**src/rtl/hazard_scheduler_if.sv**
```systemverilog
// Stage-control bus between the decode/pipeline datapath and the hazard scheduler.
// The master side supplies hazard sources; the slave side returns stage enables and counters.
interface hazard_scheduler_if #(
  parameter int unsigned REG_AW = 5,
  parameter int unsigned CNT_W  = 32
);
  logic [REG_AW-1:0] id_rs1;
  logic [REG_AW-1:0] id_rs2;
  logic              id_use_rs1;
  logic              id_use_rs2;
  logic [20:0]       ex_ctrl;
  logic [REG_AW-1:0] ex_rd;
  logic              ex_branch_taken;
  logic              mem_access;
  logic              mem_ready;

  logic              pc_en;
  logic              ifid_en;
  logic              ifid_flush;
  logic              idex_en;
  logic              idex_bubble;
  logic              exmem_en;
  logic              memwb_bubble;
  logic              mem_timeout_err;
  logic [CNT_W-1:0]  stall_count;
  logic [CNT_W-1:0]  flush_count;

  modport master (
    output id_rs1, id_rs2, id_use_rs1, id_use_rs2, ex_ctrl, ex_rd, ex_branch_taken,
           mem_access, mem_ready,
    input  pc_en, ifid_en, ifid_flush, idex_en, idex_bubble, exmem_en, memwb_bubble,
           mem_timeout_err, stall_count, flush_count
  );

  modport slave (
    input  id_rs1, id_rs2, id_use_rs1, id_use_rs2, ex_ctrl, ex_rd, ex_branch_taken,
           mem_access, mem_ready,
    output pc_en, ifid_en, ifid_flush, idex_en, idex_bubble, exmem_en, memwb_bubble,
           mem_timeout_err, stall_count, flush_count
  );
endinterface

```
**src/rtl/hazard_scheduler.sv**
```systemverilog
// Per-cycle advance/hold/bubble/flush decisions for the 5-stage pipeline, with a
// data-memory hang detector and saturating stall/flush performance counters.
module hazard_scheduler #(
  parameter int unsigned REG_AW      = 5,
  parameter int unsigned MEM_TIMEOUT = 15,
  parameter int unsigned CNT_W       = 32
) (
  input  logic              clock,
  input  logic              reset,
  hazard_scheduler_if.slave bus
);
  typedef enum logic [1:0] {StRun, StWait, StError} state_e;

  localparam logic [7:0] TimeoutCnt = 8'(MEM_TIMEOUT);

  state_e           state_q, state_d;
  logic [7:0]       wait_cnt_q, wait_cnt_d;
  logic             err_q, err_d;
  logic [CNT_W-1:0] stall_q, stall_d;
  logic [CNT_W-1:0] flush_q, flush_d;

  logic [REG_AW-1:0] rs1, rs2, rd;
  logic ex_load, hazard, mem_busy;
  logic pc_en, ifid_en, ifid_flush, idex_en, idex_bubble, exmem_en, memwb_bubble;

  assign rs1      = bus.id_rs1;
  assign rs2      = bus.id_rs2;
  assign rd       = bus.ex_rd;
  assign ex_load  = bus.ex_ctrl[19] & ~bus.ex_ctrl[18] & bus.ex_ctrl[20];
  assign hazard   = ex_load & (rd != '0) &
                    ((bus.id_use_rs1 & (rs1 == rd)) | (bus.id_use_rs2 & (rs2 == rd)));
  assign mem_busy = bus.mem_access & ~bus.mem_ready;

  // Priority: error/memory freeze, then taken branch, then load-use bubble.
  always_comb begin
    pc_en        = 1'b1;
    ifid_en      = 1'b1;
    ifid_flush   = 1'b0;
    idex_en      = 1'b1;
    idex_bubble  = 1'b0;
    exmem_en     = 1'b1;
    memwb_bubble = 1'b0;
    if (state_q == StError || mem_busy) begin
      pc_en        = 1'b0;
      ifid_en      = 1'b0;
      idex_en      = 1'b0;
      exmem_en     = 1'b0;
      memwb_bubble = 1'b1;
    end else if (bus.ex_branch_taken) begin
      ifid_flush  = 1'b1;
      idex_bubble = 1'b1;
    end else if (hazard) begin
      pc_en       = 1'b0;
      ifid_en     = 1'b0;
      idex_bubble = 1'b1;
    end
  end

  always_comb begin
    state_d    = state_q;
    wait_cnt_d = wait_cnt_q;
    err_d      = err_q;
    stall_d    = stall_q;
    flush_d    = flush_q;
    unique case (state_q)
      StRun: begin
        if (mem_busy) begin
          state_d    = StWait;
          wait_cnt_d = 8'd1;
        end
      end
      StWait: begin
        if (!mem_busy) begin
          state_d    = StRun;
          wait_cnt_d = '0;
        end else if (wait_cnt_q == TimeoutCnt) begin
          state_d = StError;
          err_d   = 1'b1;
        end else begin
          wait_cnt_d = wait_cnt_q + 8'd1;
        end
      end
      StError: ;
      default: state_d = StRun;
    endcase
    // ERROR cycles are excluded from the stall statistic; both counters saturate.
    if (state_q != StError && !pc_en && !(&stall_q)) stall_d = stall_q + CNT_W'(1);
    if (ifid_flush && !(&flush_q)) flush_d = flush_q + CNT_W'(1);
  end

  always_ff @(posedge clock or negedge reset) begin
    if (!reset) begin
      state_q    <= StRun;
      wait_cnt_q <= '0;
      err_q      <= 1'b0;
      stall_q    <= '0;
      flush_q    <= '0;
    end else begin
      state_q    <= state_d;
      wait_cnt_q <= wait_cnt_d;
      err_q      <= err_d;
      stall_q    <= stall_d;
      flush_q    <= flush_d;
    end
  end

  // Stage controls are forced idle while reset is held.
  assign bus.pc_en           = reset & pc_en;
  assign bus.ifid_en         = reset & ifid_en;
  assign bus.ifid_flush      = reset & ifid_flush;
  assign bus.idex_en         = reset & idex_en;
  assign bus.idex_bubble     = reset & idex_bubble;
  assign bus.exmem_en        = reset & exmem_en;
  assign bus.memwb_bubble    = reset & memwb_bubble;
  assign bus.mem_timeout_err = err_q;
  assign bus.stall_count     = stall_q;
  assign bus.flush_count     = flush_q;
endmodule
```
**src/flat_wrapper.sv**
```systemverilog
// flat-port wrapper written by rule: the top's interface ports become plain ports
module hazard_scheduler_flat 
#(
  parameter int unsigned REG_AW      = 5,
  parameter int unsigned MEM_TIMEOUT = 15,
  parameter int unsigned CNT_W       = 32
)
  (clock, reset, bus_id_rs1, bus_id_rs2, bus_id_use_rs1, bus_id_use_rs2, bus_ex_ctrl, bus_ex_rd, bus_ex_branch_taken, bus_mem_access, bus_mem_ready, bus_pc_en, bus_ifid_en, bus_ifid_flush, bus_idex_en, bus_idex_bubble, bus_exmem_en, bus_memwb_bubble, bus_mem_timeout_err, bus_stall_count, bus_flush_count);
  hazard_scheduler_if #(.REG_AW(REG_AW), .CNT_W(CNT_W)) bus_i ();
  input  logic clock;
  input  logic reset;
  input wire logic [$bits(bus_i.id_rs1)-1:0] bus_id_rs1;
  input wire logic [$bits(bus_i.id_rs2)-1:0] bus_id_rs2;
  input wire logic [$bits(bus_i.id_use_rs1)-1:0] bus_id_use_rs1;
  input wire logic [$bits(bus_i.id_use_rs2)-1:0] bus_id_use_rs2;
  input wire logic [$bits(bus_i.ex_ctrl)-1:0] bus_ex_ctrl;
  input wire logic [$bits(bus_i.ex_rd)-1:0] bus_ex_rd;
  input wire logic [$bits(bus_i.ex_branch_taken)-1:0] bus_ex_branch_taken;
  input wire logic [$bits(bus_i.mem_access)-1:0] bus_mem_access;
  input wire logic [$bits(bus_i.mem_ready)-1:0] bus_mem_ready;
  output wire logic [$bits(bus_i.pc_en)-1:0] bus_pc_en;
  output wire logic [$bits(bus_i.ifid_en)-1:0] bus_ifid_en;
  output wire logic [$bits(bus_i.ifid_flush)-1:0] bus_ifid_flush;
  output wire logic [$bits(bus_i.idex_en)-1:0] bus_idex_en;
  output wire logic [$bits(bus_i.idex_bubble)-1:0] bus_idex_bubble;
  output wire logic [$bits(bus_i.exmem_en)-1:0] bus_exmem_en;
  output wire logic [$bits(bus_i.memwb_bubble)-1:0] bus_memwb_bubble;
  output wire logic [$bits(bus_i.mem_timeout_err)-1:0] bus_mem_timeout_err;
  output wire logic [$bits(bus_i.stall_count)-1:0] bus_stall_count;
  output wire logic [$bits(bus_i.flush_count)-1:0] bus_flush_count;
  assign bus_i.id_rs1 = bus_id_rs1;
  assign bus_i.id_rs2 = bus_id_rs2;
  assign bus_i.id_use_rs1 = bus_id_use_rs1;
  assign bus_i.id_use_rs2 = bus_id_use_rs2;
  assign bus_i.ex_ctrl = bus_ex_ctrl;
  assign bus_i.ex_rd = bus_ex_rd;
  assign bus_i.ex_branch_taken = bus_ex_branch_taken;
  assign bus_i.mem_access = bus_mem_access;
  assign bus_i.mem_ready = bus_mem_ready;
  assign bus_pc_en = bus_i.pc_en;
  assign bus_ifid_en = bus_i.ifid_en;
  assign bus_ifid_flush = bus_i.ifid_flush;
  assign bus_idex_en = bus_i.idex_en;
  assign bus_idex_bubble = bus_i.idex_bubble;
  assign bus_exmem_en = bus_i.exmem_en;
  assign bus_memwb_bubble = bus_i.memwb_bubble;
  assign bus_mem_timeout_err = bus_i.mem_timeout_err;
  assign bus_stall_count = bus_i.stall_count;
  assign bus_flush_count = bus_i.flush_count;
  hazard_scheduler #(.REG_AW(REG_AW), .MEM_TIMEOUT(MEM_TIMEOUT), .CNT_W(CNT_W)) u_core (.clock(clock), .reset(reset), .bus(bus_i));
endmodule
```
**config.mk**
```make
export PLATFORM = sky130hd
export DESIGN_NAME = hazard_scheduler_flat
export DESIGN_NICKNAME = d
export VERILOG_FILES = /design/src/rtl/hazard_scheduler_if.sv /design/src/rtl/hazard_scheduler.sv /design/src/flat_wrapper.sv
export SDC_FILE = /design/constraint.sdc
export NUM_CORES = 1
export LEC_CHECK = 0
export ABC_AREA = 1
export CORE_MARGIN = 4
export CORE_UTILIZATION = 35
export CTS_BUF_LIST = sky130_fd_sc_hd__clkbuf_4 sky130_fd_sc_hd__clkbuf_8 sky130_fd_sc_hd__clkbuf_16
export DETAILED_ROUTE_END_ITERATION = 7
export PLACE_DENSITY = 0.71
export SLEW_MARGIN = 25
export SYNTH_ARGS = -nofsm -noshare
export SYNTH_HDL_FRONTEND = slang
export SYNTH_SLANG_ARGS = --single-unit
```
**constraint.sdc**
```tcl
create_clock -name clock -period 4.35 [get_ports clock]
set_clock_uncertainty 0.05 [all_clocks]
set_input_delay 0.87 -clock clock [delete_from_list [all_inputs] [get_ports clock]]
set_output_delay 0.87 -clock clock [all_outputs]
set_load 0.005 [all_outputs]
```
==> results of run 1 <==
==> stage by stage <==
step                hold WS, ns  worst slack [ns]  instances
floorplan                 0.387              1.85        745
global placement          0.411             0.713       1007
detailed placement        0.414             0.719       1007
CTS                       0.425             0.703       1023
global route              0.448             0.519       1023
finish                    0.424             0.721       1023
==> kinds of logic after synthesis <==
| group | count (synthesis) |
|---|---|
| AO/OA/AOI/OAI | 26 |
| XOR/XNOR | 45 |
| AND/OR/NAND/NOR | 483 |
| flip-flops | 75 |
| buffers and inverters | 113 |
| adder cells (fa/ha/maj) | 3 |
==> Yosys cell counts (3+ instances only) <==
cell,count,area (µm²)
nand3_1,36,180
xor2_1,27,236
nor3_1,18,90.1
buf_2,6,30.0
ha_1,3,37.5
o21ai_0,7,35.0
nand3b_1,4,30.0
nor3_2,5,50.1
xnor2_1,18,158
nand4_1,45,282
buf_6,3,33.8
dfrtp_1,75,1880
inv_1,93,349
o21ai_2,6,52.6
a21oi_1,6,30.0
nand2_1,268,1010
nor2_1,95,357
nor2_2,3,18.8
==> critical path, cell delays in order <==
cell and delay, ns:
clkdlybuf4s50_1 0.43, inv_1 0.11, nand4_1 0.09, o21ai_0 0.30, inv_1 0.11, nand3_1 0.15, nand2_1 0.07, inv_1 0.07
clkdlybuf4s50_1 0.50
==> registers in the layout, summed over array words and instances (netlist names) <==
signal                      flops
u_core.bus.stall_count         32
u_core.wait_cnt_q               8
u_core.bus.mem_timeout_err      1
u_core.bus.flush_count         32
u_core.state_q                  2
==> where the power goes <==
part / leakage (nW) / internal, mW / total [mW] / switching (mW)
logic: 1.83 / 0.0281 / 0.0601 / 0.0320
clock network: 0.179 / 0.607 / 0.900 / 0.293
registers: 0.992 / 0.700 / 0.701 / 0.00150
==> routing by layer <==
layer | share of wire, % | wire length, µm
met1 | 47 | 6300
met5 | 0.060 | 8
met4 | 1.8 | 238
met2 | 45 | 5990
met3 | 5.8 | 768
==> cell type report <==
class                      count  area (µm²)  area share, %
sequential                    75        1880           28.8
clock inverter                 4        95.1           1.46
multi-input combinational    557        2710           41.5
inverter                      96         365           5.60
clock buffer                  12         267           4.09
tap                          180         225           3.45
timing repair buffer          99         985           15.1
==> final timing paths <==
| check | startpoint | to | slack [ns] |
|---|---|---|---|
| worst max-delay path | bus_ex_rd[2] | bus_ifid_en | 0.72 |
| worst min-delay path | u_core.state_q[0] | u_core.state_q[0] | 0.42 |
| worst max register to register | u_core.bus.stall_count[0] | u_core.bus.stall_count[0] | 2.17 |
| worst min register to register | u_core.state_q[0] | u_core.state_q[0] | 0.42 |
| max in group asynchronous | reset | u_core.bus.flush_count[30] | 3.17 |
| min in group asynchronous | reset | u_core.bus.mem_timeout_err | 0.59 |
==> results.md, run 1 <==
* Chip width at 128 µm
* Finished Core Util at 46.4%
* Hold buffers post-CTS at 0
* Num rows at 43
* Initial cell density of the core at 36.1%
* Final Cell Area at 0.00652 mm²
* Worst Reg2Reg Path Length in Cells at 9
* Placer Congestion at 0.918
* Worst Hold Path Cells at 1
* Avg Cell Area, Syn at 6.81 µm²
* CTS sink cnt at 75
* # DRC at 0
* Post-Synth XOR/XNOR Area at 7.77%
* Synth Instances at 745
* Starting DRT DRC Count at 402
* Hold Path Class: register to register
* Number of global-route vias before repair at 4716
* Ys async rst share at 100%
* Tot Pwr at 1.66 mW
* Die area at 0.0165 mm²
* Post-CTS Setup Bufs at 0
* DRT Pass-1 Iters at 5
* Worst path required time at 3.43 ns
* Final Hold Viols at 0
* Worst setup SP type: primary input
* Final Slew Violations at 0
* Met2 Resource Use GR at 26.3%
* Post-DP Area at 0.00616 mm²
* Post-cts resize count at 0
* Crit path max fanout at 3
* Power Dens Cells at 255 mW/mm²
* Largest net degree at the start of global routing at 76
* Main flop type after synthesis: dfrtp_1
* Routed wire per std cell at 13.0 µm
* Max Root-Sink Buffers at 2
* Distinct cell type count after synthesis at 35
* Root buffer cell: clkbuf_16
* IO Port Bufs at 96
* Rel. slew slack at 54.4%
* Status: complete, no violations
* Total gr overflow at 0
* Remaining antenna violation count at 0
* Synthesized Nets at 791
* Mux share of post-synthesis cell area at 0%
* Antenna Cells at 0
* Via density at 4.88
* Fillcell total at 1411
* Setup_tns at 0 ns
* Nets at 884
* Detailed-route via count at 4997
* Final period utilization at 83.4%
* Max Cap Violations at 0
* Number of I/O pins at 115
* M1 GR Usage at 23.3%
* Simple-gate share of the synthesized area at 41.6%
* Worst path arrival time at 2.71 ns
* Total Wirelength at 13300 µm
* First-pass GRT wire length at 22500 µm
* Final period demand of the worst path at 3.63 ns
* Core Area at 0.0140 mm²
* Slew @ Worst Pin at 0.684 ns
* Most frequent cells in the layout: nand2_1, nor2_1, clkdlybuf4s50_1
* Grt peak-use layer: met2
* RSZ-0062 raised after global routing: false
* Initial antenna violation count at 1
* Synth warn at 0
* Worst-path clk slew at 0.06 ns
* Setup crit end kind: output pin
* Layout cells sized above 1 at 5.46%
* Met3 global-route usage at 3.49%
* Compound-Gate Fraction of Synth Area at 3.28%
* H-tree levels at 3
* Largest family of logic cells by synthesized area: simple AND/OR/NAND/NOR gates
* Hpwl dp at 10000 µm
* Leakage at 3.00 nW
* Max frequency at 0.276 GHz
* CP Class: primary input to output pin
* Yosys reg bits at 75
* EDFF count, synth at 0
* Post-synthesis sequential area ratio at 37.0%
* CTS tree: built
* Synth Area in Adders at 0.740%
* Area delta synth->final at 28.5%
* Maximum vdd ir drop at 0.162 mV
* Most common cell after layout, fill and taps aside: nand2_1
* Num CTS Buffers at 9
* Setup violators final at 0
* GR Util All Layers at 16.8%
* Clk Latency, worst-skew pair at 0.34 ns
* Synthesized area at 0.00507 mm²
* Die Y at 128 µm
No activity file was read; power rests on OpenSTA's default activity.
==> run 2: changes to the inputs <==
==> constraint.sdc (replaced) <==
create_clock -name clock -period 3.64 [get_ports clock]
set_clock_uncertainty 0.05 [all_clocks]
set_input_delay 0.728 -clock clock [delete_from_list [all_inputs] [get_ports clock]]
set_output_delay 0.728 -clock clock [all_outputs]
set_load 0.005 [all_outputs]
==> results.md, run 2 (synthesis gave the netlist of run 1 again) <==
* Largest net degree at the start of global routing at 76
* Final Hold Viols at 0
* Post-CTS Setup Bufs at 0
* Final Slew Violations at 0
* Initial antenna violation count at 1
* Routed wire per std cell at 12.9 µm
* Worst path arrival time at 2.49 ns
* Num rows at 43
* Worst path required time at 2.86 ns
* Placer Congestion at 0.900
* Chip width at 128 µm
* Hpwl dp at 9990 µm
* RSZ-0062 raised after global routing: false
* Worst-path clk slew at 0.05 ns
* Setup violators final at 0
* Starting DRT DRC Count at 357
* Antenna Cells at 0
* Final period demand of the worst path at 3.27 ns
* CP Buf/Inv Count at 3
* Hold buffers post-CTS at 0
* Final period utilization at 89.9%
* Critical path's top delay family: buffers and inverters
* Layout cells sized above 1 at 5.46%
* Remaining antenna violation count at 0
* Status: complete, no violations
* Power Dens Cells at 287 mW/mm²
* Detailed-route via count at 4909
* Max frequency at 0.306 GHz
* Worst setup SP type: primary input
* Maximum vdd ir drop at 0.281 mV
* Final Cell Area at 0.00648 mm²
* Root buffer cell: clkbuf_16
* Most common cell after layout, fill and taps aside: nand2_1
* Core Area at 0.0140 mm²
* Slowest CP cell: clkdlybuf4s50_1
* Num CTS Buffers at 9
* CTS sink cnt at 75
* Leakage at 2.98 nW
* Most frequent cells in the layout: nand2_1, nor2_1, clkdlybuf4s50_1
* Setup_tns at 0 ns
* Nets at 884
* Cell mode on critical path: nand2_1
* Clk Latency, worst-skew pair at 0.34 ns
* First-pass GRT wire length at 22300 µm
* CP Class: primary input to output pin
* Die area at 0.0165 mm²
* Total Wirelength at 13200 µm
* H-tree levels at 3
* Crit path cell chain: clkdlybuf4s50_1 -> inv_1 -> nand2_1 -> nand2_1 -> nor2_1 -> nand3_1 -> nand2_1 -> nand2_1 -> a21oi_1 -> clkdlybuf4s50_1
* # DRC at 0
* Hold Path Class: register to register
* IO Port Bufs at 96
* Number of I/O pins at 115
* Max Root-Sink Buffers at 2
* Max Cap Violations at 0
* Tot Pwr at 1.86 mW
* Via density at 4.80
* Total gr overflow at 0
* Rel. slew slack at 54.0%
* Slew @ Worst Pin at 0.689 ns
* Crit-path max cell delay at 0.53 ns
* Finished Core Util at 46.1%
* Post-DP Area at 0.00616 mm²
* CTS tree: built
* Crit path max fanout at 4
* Post-cts resize count at 0
* Area delta synth->final at 27.7%
* Number of global-route vias before repair at 4627
* Die Y at 128 µm
* Initial cell density of the core at 36.1%
* Setup crit end kind: output pin
* GR Util All Layers at 16.7%
* DRT Pass-1 Iters at 4
## run 2: cell count changes in the layout (fill, tap and decap cells not counted)
cell        delta
clkbuf_8       -3
bufinv_16      -1
clkbuf_4       +2
clkinv_2       +1
clkinvlp_4     +1
## run 2: where the power goes
part	total (mW)	leakage (nW)	internal, mW	switching, mW
Combinational	0.0714	1.83	0.0336	0.0378
Clock	0.947	0.156	0.613	0.335
Sequential	0.838	0.992	0.836	0.00184
Total	1.86	2.98	1.48	0.374
## run 2: routing by layer
metal  vias to the layer above  GRT usage, %  part of all wire, %
met5                         -             0                0.053
met2                       123          26.5                   46
met4                         2          4.87                  1.5
met3                        17          4.61                  6.5
met1                      2236          22.3                   46
li1                       2531             -                    -
## run 2: worst paths after layout
check | start | endpoint | cells past startpoint | slack [ns]
max | bus_ex_rd[4] | bus_idex_bubble | 10 | 0.37
min | u_core.state_q[0] | u_core.state_q[0] | 1 | 0.41
max reg2reg | u_core.bus.stall_count[0] | u_core.bus.stall_count[3] | 9 | 1.42
min reg2reg | u_core.state_q[0] | u_core.state_q[0] | 1 | 0.41
max in group asynchronous | reset | u_core.bus.flush_count[27] | 2 | 2.60
min in group asynchronous | reset | u_core.wait_cnt_q[0] | 2 | 0.43
## run 2: stage by stage
stage          instances  hold slack (ns)  worst slack [ns]
3_3_place_gp        1007            0.412             0.307
2_1_floorplan        745            0.382              1.42
4_1_cts             1023            0.419             0.304
6_report            1023            0.414             0.368
5_1_grt             1023            0.459             0.147
3_5_place_dp        1007            0.409             0.324
## run 2: layout make-up
class                           count  area, µm²
Clock buffer                       11        240
Timing Repair Buffer               99        985
Clock inverter                      5       77.6
Tap cell                          180        225
Sequential cell                    75       1880
Inverter                           96        365
Multi-Input combinational cell    557       2710
Fill cell                        1406       7560
==> run 3: changes to the inputs <==
--- a/config.mk
+++ b/config.mk
@@ -10,7 +10,7 @@
 export CORE_UTILIZATION = 35
 export CTS_BUF_LIST = sky130_fd_sc_hd__clkbuf_4 sky130_fd_sc_hd__clkbuf_8 sky130_fd_sc_hd__clkbuf_16
 export DETAILED_ROUTE_END_ITERATION = 7
-export PLACE_DENSITY = 0.71
+export PLACE_DENSITY = 0.65
 export SLEW_MARGIN = 25
 export SYNTH_ARGS = -nofsm -noshare
 export SYNTH_HDL_FRONTEND = slang
==> results.md, run 3 (synthesis gave the netlist of run 1 again) <==
* Starting DRT DRC Count at 371
* Rel. slew slack at 54.5%
* Worst setup SP type: primary input
* Max Root-Sink Buffers at 2
* Fillcell total at 1414
* Number of global-route vias before repair at 4719
* Via density at 4.85
* Worst path required time at 2.86 ns
* Max Cap Violations at 0
* Sw Pwr at 411 µW
* Area delta synth->final at 27.7%
* Setup crit end kind: output pin
* Root buffer cell: clkbuf_16
* Setup_tns at 0 ns
* Most common cell after layout, fill and taps aside: nand2_1
* First-pass GRT wire length at 22800 µm
* Antenna Cells at 0
* Hold buffers post-CTS at 0
* Largest net degree at the start of global routing at 76
* Detailed-route via count at 4964
* Layout cells sized above 1 at 5.57%
* H-tree levels at 3
* Hold Path Class: register to register
* Die Y at 128 µm
* Routed wire per std cell at 13.3 µm
* Die area at 0.0165 mm²
* GR Util All Layers at 17.0%
* Reg power frac at 45.3%
* Max frequency at 0.303 GHz
* CP Class: primary input to output pin
* Hold slack at 0.416 ns
* Initial cell density of the core at 36.1%
* RSZ-0062 raised after global routing: false
* Number of I/O pins at 115
* Num rows at 43
* Crit path max fanout at 5
* Maximum vdd ir drop at 0.195 mV
* Worst R2R End: u_core.bus.stall_count[11]
* Setup violators final at 0
* Slew @ Worst Pin at 0.682 ns
* Clk Latency, worst-skew pair at 0.35 ns
* Total gr overflow at 0
* Total Wirelength at 13600 µm
* Sw Ratio at 22.2%
* Post-cts resize count at 0
* Initial antenna violation count at 0
* Core Area at 0.0140 mm²
* Non-filler instance count after layout at 1024
* Status: complete, no violations
* DRT Pass-1 Iters at 5
* Final period utilization at 90.7%
* Worst Min Path Start: u_core.bus.mem_timeout_err
* Power Dens Cells at 285 mW/mm²
* Clock share of power at 50.8%
* Post-CTS Setup Bufs at 0
* Hpwl dp at 10200 µm
* Placer Congestion at 0.896
* # DRC at 0
* Setup crit start: bus_mem_ready
* Final Slew Violations at 0
* Final Hold Viols at 0
* Dpl cells at 1008
* Combinational power share at 3.9%
* Worst-path clk slew at 0.06 ns
* Most frequent cells in the layout: nand2_1, nor2_1, clkdlybuf4s50_1
* Worst Hold Path Cells at 1
* Worst Reg2Reg Path Length in Cells at 9
* Num CTS Buffers at 9
* FF-to-FF Start: u_core.bus.stall_count[0]
* Pint at 1.44 mW
* Worst path arrival time at 2.52 ns
* Reg-to-reg slack, setup at 1.42 ns
* CTS sink cnt at 75
* Hold endpoint: u_core.bus.mem_timeout_err
* Chip width at 128 µm
* Crit path cell chain: clkdlybuf4s50_1 -> nor2_1 -> inv_1 -> nand2_1 -> nor2_1 -> inv_1 -> a21oi_1 -> clkdlybuf4s50_1
* Remaining antenna violation count at 0
* Slowest CP cell: clkdlybuf4s50_1
* Final period demand of the worst path at 3.30 ns
* IO Port Bufs at 96
* Leakage at 2.97 nW
* CTS tree: built
* Crit-path max cell delay at 0.53 ns
* Nets at 885
run 3: worst max-delay path by stage:
stage / end / slack, ns / cells after the start
after floorplan: bus_pc_en / 1.42 / 8
after global placement: bus_idex_bubble / 0.34 / 8
after detailed placement: bus_idex_bubble / 0.34 / 8
after CTS: bus_idex_bubble / 0.32 / 8
after global routing: bus_idex_bubble / 0.16 / 8
final: bus_idex_bubble / 0.34 / 8
run 3: critical path, delay by kind of cell:
| kind | cells | cell delay [ns] |
|---|---|---|
| and+or+nand+nor | 3 | 0.43 |
| AOI/OAI and AO/OA | 1 | 0.13 |
| buffers and inverters | 4 | 1.24 |
run 3: layer usage:
layer	GRT usage [%]	vias up	share of wire (%)
met1	23.4	2282	47
met3	3.86	13	5.2
li1	-	2538	-
met4	4.56	0	1.1
met2	26.8	131	46
met5	0	-	0
run 3: cell type report:
cell class,count,area [µm²],area share (%)
Clock buffer,11,253,3.90
Timing Repair Buffer,100,992,15.3
Multi-Input combinational cell,557,2710,41.8
Inverter,96,365,5.64
Sequential cell,75,1880,29.0
Clock inverter,5,61.3,0.946
Tap cell,180,225,3.47
run 3: power groups by stage:
| stage | Combinational, mW | Sequential, mW | Clock [mW] |
|---|---|---|---|
| 2_1_floorplan | 0.0218 | 0.853 | 0 |
| 3_3_place_gp | 0.0726 | 0.853 | 0 |
| 3_5_place_dp | 0.0734 | 0.853 | 0 |
| 4_1_cts | 0.0734 | 0.838 | 0.967 |
| 5_1_grt | 0.0824 | 0.837 | 1.00 |
| 6_report | 0.0714 | 0.838 | 0.941 |
run 3: through the flow:
step	worst slack, ns	instance area [µm²]	util (%)	power (mW)
CTS	0.320	6480	46.1	1.88
detailed placement	0.339	6160	43.9	0.926
finish	0.338	6480	46.2	1.85
floorplan	1.42	5070	-	0.875
global route	0.156	6480	46.2	1.92
global placement	0.343	6160	43.9	0.926
==> patch: new RTL, settings of run 3 <==
`CNT_W` is set to 32 in 3 places; all go to 64.
--- a/src/rtl/hazard_scheduler_if.sv
+++ b/src/rtl/hazard_scheduler_if.sv
@@ -3,5 +3,5 @@
 interface hazard_scheduler_if #(
   parameter int unsigned REG_AW = 5,
-  parameter int unsigned CNT_W  = 32
+  parameter int unsigned CNT_W  = 64
 );
   logic [REG_AW-1:0] id_rs1;
--- a/src/rtl/hazard_scheduler.sv
+++ b/src/rtl/hazard_scheduler.sv
@@ -4,5 +4,5 @@
   parameter int unsigned REG_AW      = 5,
   parameter int unsigned MEM_TIMEOUT = 15,
-  parameter int unsigned CNT_W       = 32
+  parameter int unsigned CNT_W       = 64
 ) (
   input  logic              clock,
--- a/src/flat_wrapper.sv
+++ b/src/flat_wrapper.sv
@@ -4,5 +4,5 @@
   parameter int unsigned REG_AW      = 5,
   parameter int unsigned MEM_TIMEOUT = 15,
-  parameter int unsigned CNT_W       = 32
+  parameter int unsigned CNT_W       = 64
 )
   (clock, reset, bus_id_rs1, bus_id_rs2, bus_id_use_rs1, bus_id_use_rs2, bus_ex_ctrl, bus_ex_rd, bus_ex_branch_taken, bus_mem_access, bus_mem_ready, bus_pc_en, bus_ifid_en, bus_ifid_flush, bus_idex_en, bus_idex_bubble, bus_exmem_en, bus_memwb_bubble, bus_mem_timeout_err, bus_stall_count, bus_flush_count);
Ports: changed (resized bus_flush_count and bus_stall_count); port bits go from 115 to 179. No check against the original RTL was run, so the function may have changed too.
==> patch against run 3 <==
Clock power grew 87%; cell count is 100% higher; area after synthesis grew 96%; wire length rose to 2.5 times the old value; sequential cell count increased by 64; cell area up 91%; power up 140%; synthesized cell count increased by 110%; largest cell class unchanged; worst setup slack worse by 0.033 ns; highest routed layer unchanged; non-clock buffer count increased by 66; worst hold slack got worse by 0.059 ns; register-to-register slack lost 0.62 ns.
==> patch: results (changes against run 3) <==
stage	metric	value	unit	change
setup_path	critical_path.startpoint	bus_mem_ready		
global_routing	grt_pass1_vias	10000		+110%
setup_path	critPathMaxFanout	8		+3
yosys	yosysSeqAreaShare	35.1	%	-1.9 points
place	placed_cells	2067		+110%
route	firstDrtPassIters	5		unchanged
place	place.port_buffers	160		+67%
finish	n_antenna_cell	0		unchanged
power	peakVddDrop	0.000250	V	+28%
clocking	cts_buffers	17		+8
yosys	ys_warn_count	0		unchanged
outcome	outcome	finished, final reports clean		
global_routing	grt_antenna_before_repair	0		unchanged
finish	nets	1754		+98%
global_routing	grt_max_degree	140		+84%
power	leakage	0.00525	µW	+77%
place	hpwl	26000	µm	+150%
clocking	cts_buffer_depth	2		unchanged
clocking	insertion_delay	0.43	ns	+0.08 ns
clocking	cts_resized	0		unchanged
finish	nFillCells	2895		+100%
route	vias	10500		+110%
place	place_congestion	0.937		+4.5%
clocking	clkTransAtPathRegs	0.07	ns	
route	wl_per_cell	16.3	µm	+23%
clocking	htreeDepth	4		+1
route	drt_iter0_markers	973		+160%
global_routing	grt.total_usage	22.0	%	+5.1 points
global_routing	grt_overflow_total	0		unchanged
timing	slew_headroom	44.4	%	-10 points
yosys	syn_inst	1564		+110%
finish	drive_gt1_share	3.37	%	-2.2 points
setup_path	timing.rr.start	u_core.bus.flush_count[0]		
yosys	synthArstFlopShare	100	%	unchanged
clocking	postCtsSetupRepairBufs	0		unchanged
yosys	yosysUniqueCellTypes	32		-8.6%
hold_path	min_path_type	in -> async		
global_routing	grt_pass1_wl	54500	µm	+140%
yosys	synthTopCellsByArea	dfrtp_1 35%, nand2_1 25%, nor2_1 8.9%		
clocking	root_buffer	clkbuf_16		
setup_path	crit_arrival	2.56	ns	+0.04 ns
finish	fin_cells	2099		+100%
yosys	ys_top_cells_by_count	659 x nand2_1, 235 x nor2_1, 139 x dfrtp_1		
==> patch: routing by layer <==
layer / global-route usage [%] / vias to the layer above / part of all wire, % / wire [µm]
li1: - / 5259 / - / -
met1: 30.9 / 4944 / 47 / 16000
met2: 35.7 / 268 / 46 / 15900
met3: 2.74 / 46 / 4.6 / 1580
met4: 6.90 / 0 / 2.4 / 818
met5: 0 / - / 0 / 0
==> patch: metrics by stage <==
stage	setup WS [ns]	cell area, µm²	utilization, %	total power (µW)	hold slack, ns
after floorplan	1.38	9920	-	2210	0.368
after global placement	0.346	11800	42.4	2630	0.381
after detailed placement	0.301	11800	42.4	2640	0.387
after CTS	0.290	12400	44.5	4410	0.395
after global routing	0.158	12400	44.5	4590	0.426
final	0.305	12400	44.5	4380	0.357
==> patch: path summary, 6_finish.rpt <==
path | endpoint | slack (ns) | cells after the start
worst max-delay path | bus_idex_bubble | 0.31 | 8
worst min register to register | u_core.state_q[0] | 0.39 | 1
max in group asynchronous | u_core.bus.stall_count[31] | 2.51 | 2
min in group clock | u_core.state_q[0] | 0.39 | 1
worst min-delay path | u_core.bus.flush_count[17] | 0.36 | 2
worst max register to register | u_core.bus.flush_count[38] | 0.80 | 13
==> patch: cell type report <==
class	instances	share of cell area (%)
clock buffers	17	3.43
repair buffers	166	13.5
multi-input cells	1246	45.7
clock inverters	15	1.26
flip-flops and latches	139	28.1
inverters	138	4.18
well taps	378	3.82
==> patch: where the power goes <==
| group | internal (µW) | total, µW | switching (µW) |
|---|---|---|---|
| Clock | 968 | 1760 | 795 |
| Sequential | 1670 | 1850 | 186 |
| Combinational | 373 | 759 | 386 |
| Total | 3010 | 4380 | 1370 |
==> patch: worst max-delay path, stage by stage <==
cell             delay [ns]
clkdlybuf4s50_1        0.46
nor2_1                 0.05
inv_1                  0.17
nand2_1                0.13
nor2_1                 0.28
inv_1                  0.09
a21oi_1                0.12
clkdlybuf4s50_1        0.52
==> patch: cells by family (layout without fill, tap and decap cells) <==
| kind of cell | count (synthesis) | after routing | share of synthesized area, % |
|---|---|---|---|
| AOI/OAI and AO/OA | 62 | 62 | 3.27 |
| xor gates and xnor gates | 81 | 81 | 7.15 |
| adders and majority gates | 3 | 3 | 0.378 |
| buffers and inverters | 179 | 336 | 7.93 |
| DFF | 139 | 139 | 35.1 |
| and+or+nand+nor | 1100 | 1100 | 46.2 |
